--- src/rtl/pe_tile_accumulator.sv ---
// Accumulates consecutive 6x6 PE result tiles for one (OD, x, y) across input channels and presents the sum on a valid/ready port.
// Optional PE_ACC_SAT_EN: saturating narrow plus a sat_o flag; otherwise results are two's-complement truncated.
module pe_tile_accumulator #(
  parameter int DATA_W = 16,
  parameter int ACC_W  = 24,
  parameter int MAX_ID = 16
) (
  input  logic                           clk,
  input  logic                           reset,
  input  logic                           clear_i,
  input  logic [4:0]                     cfg_id_count_i,
  input  logic                           in_valid_i,
  input  logic [0:5][0:5][DATA_W-1:0]    in_tile_i,
  input  logic [7:0]                     in_od_i,
  input  logic [8:0]                     in_x_i,
  input  logic [8:0]                     in_y_i,
  input  logic                           in_size_type_i,
  output logic                           out_valid_o,
  input  logic                           out_ready_i,
  output logic [0:5][0:5][DATA_W-1:0]    out_tile_o,
  output logic [0:5][0:5]                out_mask_o,
  output logic [7:0]                     out_od_o,
  output logic [8:0]                     out_x_o,
  output logic [8:0]                     out_y_o,
  output logic                           stall_o,
  output logic                           ovf_o,
  output logic                           tag_err_o
`ifdef PE_ACC_SAT_EN
  ,
  output logic                           sat_o
`endif
);

  typedef enum logic [1:0] {IDLE, ACCUM, HOLD} state_t;

  state_t                           state_q, state_d;
  logic [0:5][0:5][ACC_W-1:0]       acc_q, acc_d;
  logic [4:0]                       cnt_q, cnt_d, n_q, n_d;
  logic [7:0]                       od_q, od_d, out_od_q, out_od_d;
  logic [8:0]                       x_q, x_d, y_q, y_d;
  logic [8:0]                       out_x_q, out_x_d, out_y_q, out_y_d;
  logic                             type_q, type_d;
  logic                             out_valid_q, out_valid_d;
  logic [0:5][0:5][DATA_W-1:0]      out_tile_q, out_tile_d;
  logic [0:5][0:5]                  out_mask_q, out_mask_d;
  logic                             ovf_q, ovf_d, tag_err_q, tag_err_d;
  logic                             sat_q, sat_d;

  logic                             out_free, tag_match, load_out;
  logic [4:0]                       cfg_n, cnt_inc;
  logic [7:0]                       cur_od;
  logic [8:0]                       cur_x, cur_y;
  logic                             cur_type;
  logic [0:5][0:5]                  cur_mask;
  logic [0:5][0:5][ACC_W-1:0]       sum, src;

  function automatic logic fits(input logic [ACC_W-1:0] v);
    return (&v[ACC_W-1:DATA_W-1]) || (~|v[ACC_W-1:DATA_W-1]);
  endfunction

  function automatic logic [DATA_W-1:0] narrow(input logic [ACC_W-1:0] v);
`ifdef PE_ACC_SAT_EN
    if (fits(v))        return v[DATA_W-1:0];
    else if (v[ACC_W-1]) return {1'b1, {(DATA_W-1){1'b0}}};
    else                return {1'b0, {(DATA_W-1){1'b1}}};
`else
    return v[DATA_W-1:0];
`endif
  endfunction

  always_comb begin
    out_free  = !out_valid_q || out_ready_i;
    cnt_inc   = cnt_q + 5'd1;
    tag_match = (in_od_i == od_q) && (in_x_i == x_q) && (in_y_i == y_q);
    if (cfg_id_count_i == 5'd0)            cfg_n = 5'd1;
    else if (int'(cfg_id_count_i) > MAX_ID) cfg_n = 5'(MAX_ID);
    else                                    cfg_n = cfg_id_count_i;

    // A tile starting in IDLE carries its own tags; later stages use the latched ones.
    cur_od   = (state_q == IDLE) ? in_od_i        : od_q;
    cur_x    = (state_q == IDLE) ? in_x_i         : x_q;
    cur_y    = (state_q == IDLE) ? in_y_i         : y_q;
    cur_type = (state_q == IDLE) ? in_size_type_i : type_q;

    for (int i = 0; i < 6; i++) begin
      for (int j = 0; j < 6; j++) begin
        cur_mask[i][j] = !cur_type || (i < 4 && j < 4);
        sum[i][j] = ((state_q == IDLE) ? '0 : acc_q[i][j])
                  + {{(ACC_W-DATA_W){in_tile_i[i][j][DATA_W-1]}}, in_tile_i[i][j]};
        src[i][j] = (state_q == HOLD) ? acc_q[i][j] : sum[i][j];
      end
    end
  end

  always_comb begin
    state_d     = state_q;
    acc_d       = acc_q;
    cnt_d       = cnt_q;
    n_d         = n_q;
    od_d        = od_q;
    x_d         = x_q;
    y_d         = y_q;
    type_d      = type_q;
    out_valid_d = out_valid_q;
    out_tile_d  = out_tile_q;
    out_mask_d  = out_mask_q;
    out_od_d    = out_od_q;
    out_x_d     = out_x_q;
    out_y_d     = out_y_q;
    ovf_d       = ovf_q;
    tag_err_d   = tag_err_q;
    sat_d       = sat_q;
    load_out    = 1'b0;

    if (out_valid_q && out_ready_i) begin
      out_valid_d = 1'b0;
      sat_d       = 1'b0;
    end

    case (state_q)
      IDLE: begin
        if (in_valid_i) begin
          n_d    = cfg_n;
          od_d   = in_od_i;
          x_d    = in_x_i;
          y_d    = in_y_i;
          type_d = in_size_type_i;
          acc_d  = sum;
          cnt_d  = 5'd1;
          if (cfg_n != 5'd1)  state_d  = ACCUM;
          else if (out_free)  load_out = 1'b1;
          else                state_d  = HOLD;
        end
      end
      ACCUM: begin
        if (in_valid_i && !tag_match) begin
          tag_err_d = 1'b1;
        end else if (in_valid_i) begin
          acc_d = sum;
          cnt_d = cnt_inc;
          if (cnt_inc == n_q) begin
            if (out_free) begin
              load_out = 1'b1;
              state_d  = IDLE;
            end else begin
              state_d  = HOLD;
            end
          end
        end
      end
      HOLD: begin
        if (in_valid_i) ovf_d = 1'b1;
        if (out_free) begin
          load_out = 1'b1;
          state_d  = IDLE;
        end
      end
      default: state_d = IDLE;
    endcase

    if (load_out) begin
      out_valid_d = 1'b1;
      out_od_d    = cur_od;
      out_x_d     = cur_x;
      out_y_d     = cur_y;
      out_mask_d  = cur_mask;
      sat_d       = 1'b0;
      for (int i = 0; i < 6; i++) begin
        for (int j = 0; j < 6; j++) begin
          out_tile_d[i][j] = cur_mask[i][j] ? narrow(src[i][j]) : '0;
          if (cur_mask[i][j] && !fits(src[i][j])) sat_d = 1'b1;
        end
      end
    end

    // Abort wins over everything, including a same-cycle input tile.
    if (clear_i) begin
      state_d     = IDLE;
      acc_d       = '0;
      cnt_d       = '0;
      out_valid_d = 1'b0;
      out_tile_d  = '0;
      out_mask_d  = '0;
      out_od_d    = '0;
      out_x_d     = '0;
      out_y_d     = '0;
      ovf_d       = 1'b0;
      tag_err_d   = 1'b0;
      sat_d       = 1'b0;
    end
  end

  always_ff @(posedge clk or posedge reset) begin
    if (reset) begin
      state_q     <= IDLE;
      acc_q       <= '0;
      cnt_q       <= '0;
      n_q         <= '0;
      od_q        <= '0;
      x_q         <= '0;
      y_q         <= '0;
      type_q      <= 1'b0;
      out_valid_q <= 1'b0;
      out_tile_q  <= '0;
      out_mask_q  <= '0;
      out_od_q    <= '0;
      out_x_q     <= '0;
      out_y_q     <= '0;
      ovf_q       <= 1'b0;
      tag_err_q   <= 1'b0;
      sat_q       <= 1'b0;
    end else begin
      state_q     <= state_d;
      acc_q       <= acc_d;
      cnt_q       <= cnt_d;
      n_q         <= n_d;
      od_q        <= od_d;
      x_q         <= x_d;
      y_q         <= y_d;
      type_q      <= type_d;
      out_valid_q <= out_valid_d;
      out_tile_q  <= out_tile_d;
      out_mask_q  <= out_mask_d;
      out_od_q    <= out_od_d;
      out_x_q     <= out_x_d;
      out_y_q     <= out_y_d;
      ovf_q       <= ovf_d;
      tag_err_q   <= tag_err_d;
      sat_q       <= sat_d;
    end
  end

  assign out_valid_o = out_valid_q;
  assign out_tile_o  = out_tile_q;
  assign out_mask_o  = out_mask_q;
  assign out_od_o    = out_od_q;
  assign out_x_o     = out_x_q;
  assign out_y_o     = out_y_q;
  assign stall_o     = (state_q == HOLD);
  assign ovf_o       = ovf_q;
  assign tag_err_o   = tag_err_q;
`ifdef PE_ACC_SAT_EN
  assign sat_o       = sat_q;
`else
  logic unused_sat;
  assign unused_sat  = sat_q;
`endif

endmodule

--- config.mk ---
export PLATFORM = sky130hd
export DESIGN_NAME = pe_tile_accumulator
export DESIGN_NICKNAME = d
export VERILOG_FILES = /design/src/rtl/pe_tile_accumulator.sv
export SDC_FILE = /design/constraint.sdc
export NUM_CORES = 2
export LEC_CHECK = 0
export ABC_CLOCK_PERIOD_IN_PS = 42400
export CORE_AREA = 3 3 492 494
export DETAILED_ROUTE_END_ITERATION = 7
export DIE_AREA = 0 0 495 497
export DONT_BUFFER_PORTS = 1
export PLACE_DENSITY = 0.58
export SYNTH_ARGS = -nofsm -noshare
export SYNTH_HDL_FRONTEND = slang
export SYNTH_SLANG_ARGS = --single-unit
--- constraint.sdc ---
create_clock -name clk -period 42.4 [get_ports clk]
set_input_delay 6.36 -clock clk [delete_from_list [all_inputs] [get_ports clk]]
set_output_delay 6.36 -clock clk [all_outputs]
set_load 0.1 [all_outputs]
==> flow_metrics.py <==
metrics = {
    "cts": {
        "cts_setup_buffers": 0,
        "cts_sinks": 1222,
        "cts_root_buf": "clkbuf_16",
        "cts_made_buffers": 155,
        "cts_buffer_depth": 3,
        "cts-htree-levels": 4,
        "clk_latency_ns": 0.81,
        "path_clk_slew_ns": 0.06,
        "hold_buffers": 0,
        "cts_tree": "done",
        "cts_resized": 0,
    },
    "synth": {
        "syn-cell-area_mm2": 0.0776,
        "postSynthAreaPerCell_um2": 8.95,
        "synth.most_common_cell": "nand2_1",
        "ys.warnings.count": 0,
        "synth-seq-cells": 1222,
        "synth_top_cells_by_area": "dfrtp_1 (39%), ha_1 (8.7%), nand2_1 (6.0%)",
        "yosysTopAreaCell": "dfrtp_1",
        "synth-main-ff-cell": "dfrtp_1",
        "async_flop_share_pct": 100,
        "synth_commonest_cells": "nand2_1 (1231), dfrtp_1 (1222), nor2_1 (612), a21oi_1 (580), o21ai_0 (559)",
        "synth_edf_count": 0,
        "synth_top_area_share_pct": 39.4,
        "synth-seq-area-share_pct": 39.4,
        "syn_nets": 9864,
        "yosysUniqueCellTypes": 77,
        "synthCells": 8674,
    },
    "flow_run": {
        "cap_violations": 0,
    },
    "drt": {
        "drt-initial-drc-count": 5028,
        "drc": 0,
        "via_per_inst": 5.61,
        "wl_per_cell_um": 26.3,
        "ant_nets": 0,
        "drt-met1-wl_um": 124000,
        "wl_um": 309000,
        "drt_pass1_iterations": 5,
        "top_layer_used": "met5",
        "vias": 65905,
        "wl_met2_um": 140000,
        "wl_met3_um": 32300,
    },
    "critical_path": {
        "arrival_ns": 12.16,
        "start_kind": "primary input",
        "r2r-start": "state_q[0]",
        "endpoint_kind": "flop",
        "endpoint": "acc_q[314]",
        "cp.required_ns": 43.01,
        "reg2reg_depth": 16,
        "crit_path_start": "clear_i",
        "r2r_setup_slack_ns": 35.47,
        "crit_fanout": 425,
        "r2r_end": "acc_q[446]",
        "worst-setup-path-type": "primary input to flop",
    },
    "power": {
        "p_total_mw": 4.94,
        "p_per_area_mw_per_mm2": 57.5,
        "peakVddDrop_mv": 0.0413,
        "power_leakage_nw": 39.7,
    },
    "timing": {
        "skew_ns": 0.0285,
        "rsz0062_at_grt": "no",
        "relSlewSlack_pct": -8.86,
        "setup-tns-final_ns": 0,
        "period_share_pct": 27.2,
        "setup_ws_ns": 30.85,
        "period_needed_ns": 11.55,
        "setup_viol": 0,
        "tightest_slew_ns": 1.63,
        "max_freq_ghz": 0.0866,
        "hold_violations": 0,
        "hold_ws_ns": 0.482,
        "drv_slew": 76,
    },
    "place": {
        "io_buffers": 0,
        "dp_slack_ns": 30.57,
        "routabilityCongestion": 0.957,
        "numPlacedInstances": 11414,
        "place_area_mm2": 0.0805,
        "dp_hpwl_um": 222000,
    },
    "global_route": {
        "gr-total-overflow": 0,
        "antenna_found_initial": 84,
        "grt_pass1_wl_um": 448000,
        "grt_max_degree": 426,
        "grt_pass1_vias": 63415,
        "grt_usage_pct": 24.2,
    },
    "floorplanning": {
        "die_w_um": 495,
        "fp.dieH_um": 497,
        "core_mm2": 0.238,
        "num_io_pins": 1255,
        "die-area_mm2": 0.246,
        "initial_core_util_pct": 32.6,
        "rows": 179,
    },
    "min_path": {
        "hp-class": "flop to flop",
    },
    "outcome": {
        "violations": "slew limit",
        "outcome": "complete, but fails checks",
    },
    "cells_and_area": {
        "n_fill_cell": 24246,
        "utilization_pct": 36.1,
        "design_area_mm2": 0.0858,
        "fin_cells": 11748,
        "nets": 9594,
        "area_delta_synth_final_pct": 10.6,
        "drive_gt1_share_pct": 5.21,
    },
}
==> kinds of logic after synthesis <==
logic type                 share of synthesized area, %
and+or+nand+nor                                    16.9
AOI/OAI and AO/OA                                  21.9
DFF                                                39.4
buffers and inverters                              3.92
adders and majority gates                          9.65
xor gates and xnor gates                           6.01
muxes                                              2.20
==> power by group <==
group / switching [mW] / internal [mW]
Sequential: 0.543 / 1.38
Combinational: 1.01 / 0.630
Clock: 0.570 / 0.809
==> worst min path at each step <==
stage,startpoint,to,slack (ns),cells past startpoint
floorplan,acc_q[177],out_tile_o[121],0.45,2
global placement,acc_q[249],out_tile_o[169],0.47,2
detailed placement,acc_q[753],out_tile_o[505],0.47,2
CTS,acc_q[249],out_tile_o[169],0.49,2
global route,out_tile_o[235],out_tile_o[235],0.52,2
finish,acc_q[61],out_tile_o[45],0.48,2
==> state kept, by name (all words and copies together), names as in the netlist <==
signal       cells
out_tile_o     576
acc_q          576
out_y_o          9
state_q          2
out_x_o          9
n_q              5
type_q           1
y_q              9
tag_err_o        1
od_q             8
out_od_o         8
out_mask_o       2
out_valid_o      1
x_q              9
ovf_o            1
cnt_q            5
==> cell type report <==
class	count	area [µm²]	area share (%)
Antenna cell	60	150	0.175
Clock buffer	219	4500	5.24
Clock inverter	55	712	0.829
Inverter	195	754	0.879
Multi-Input combinational cell	6710	44100	51.4
Sequential cell	1222	30600	35.6
Tap cell	3167	3960	4.62
Timing Repair Buffer	120	1070	1.24
==> layout by cell type (no fill, tap or decap), types with 139 or more instances in the layout <==
cell       count
a21oi_1      580
a22o_1       289
and2_1       517
clkbuf_16    157
dfrtp_1     1220
ha_1         541
inv_1        192
mux2i_1      139
nand2_1     1228
nor2_1       607
nor3_1       168
o21ai_0      558
o31ai_1      324
xnor2_1      296
xor2_1       234
==> routing by layer <==
metal | track usage (%) | vias to the layer above
li1 | - | 30378
met1 | 29.5 | 32757
met2 | 37.5 | 2297
met3 | 9.43 | 435
met4 | 11.1 | 38
met5 | 0 | -
==> critical path, cell delays in order <==
cell and delay, ns:
inv_8 0.87, and2_1 0.26, nand3b_1 0.22, o21ai_4 0.23, buf_4 0.66, buf_4 0.83, buf_4 0.85, buf_4 0.82
o31ai_1 0.16
(Power assumes the default switching activity.)
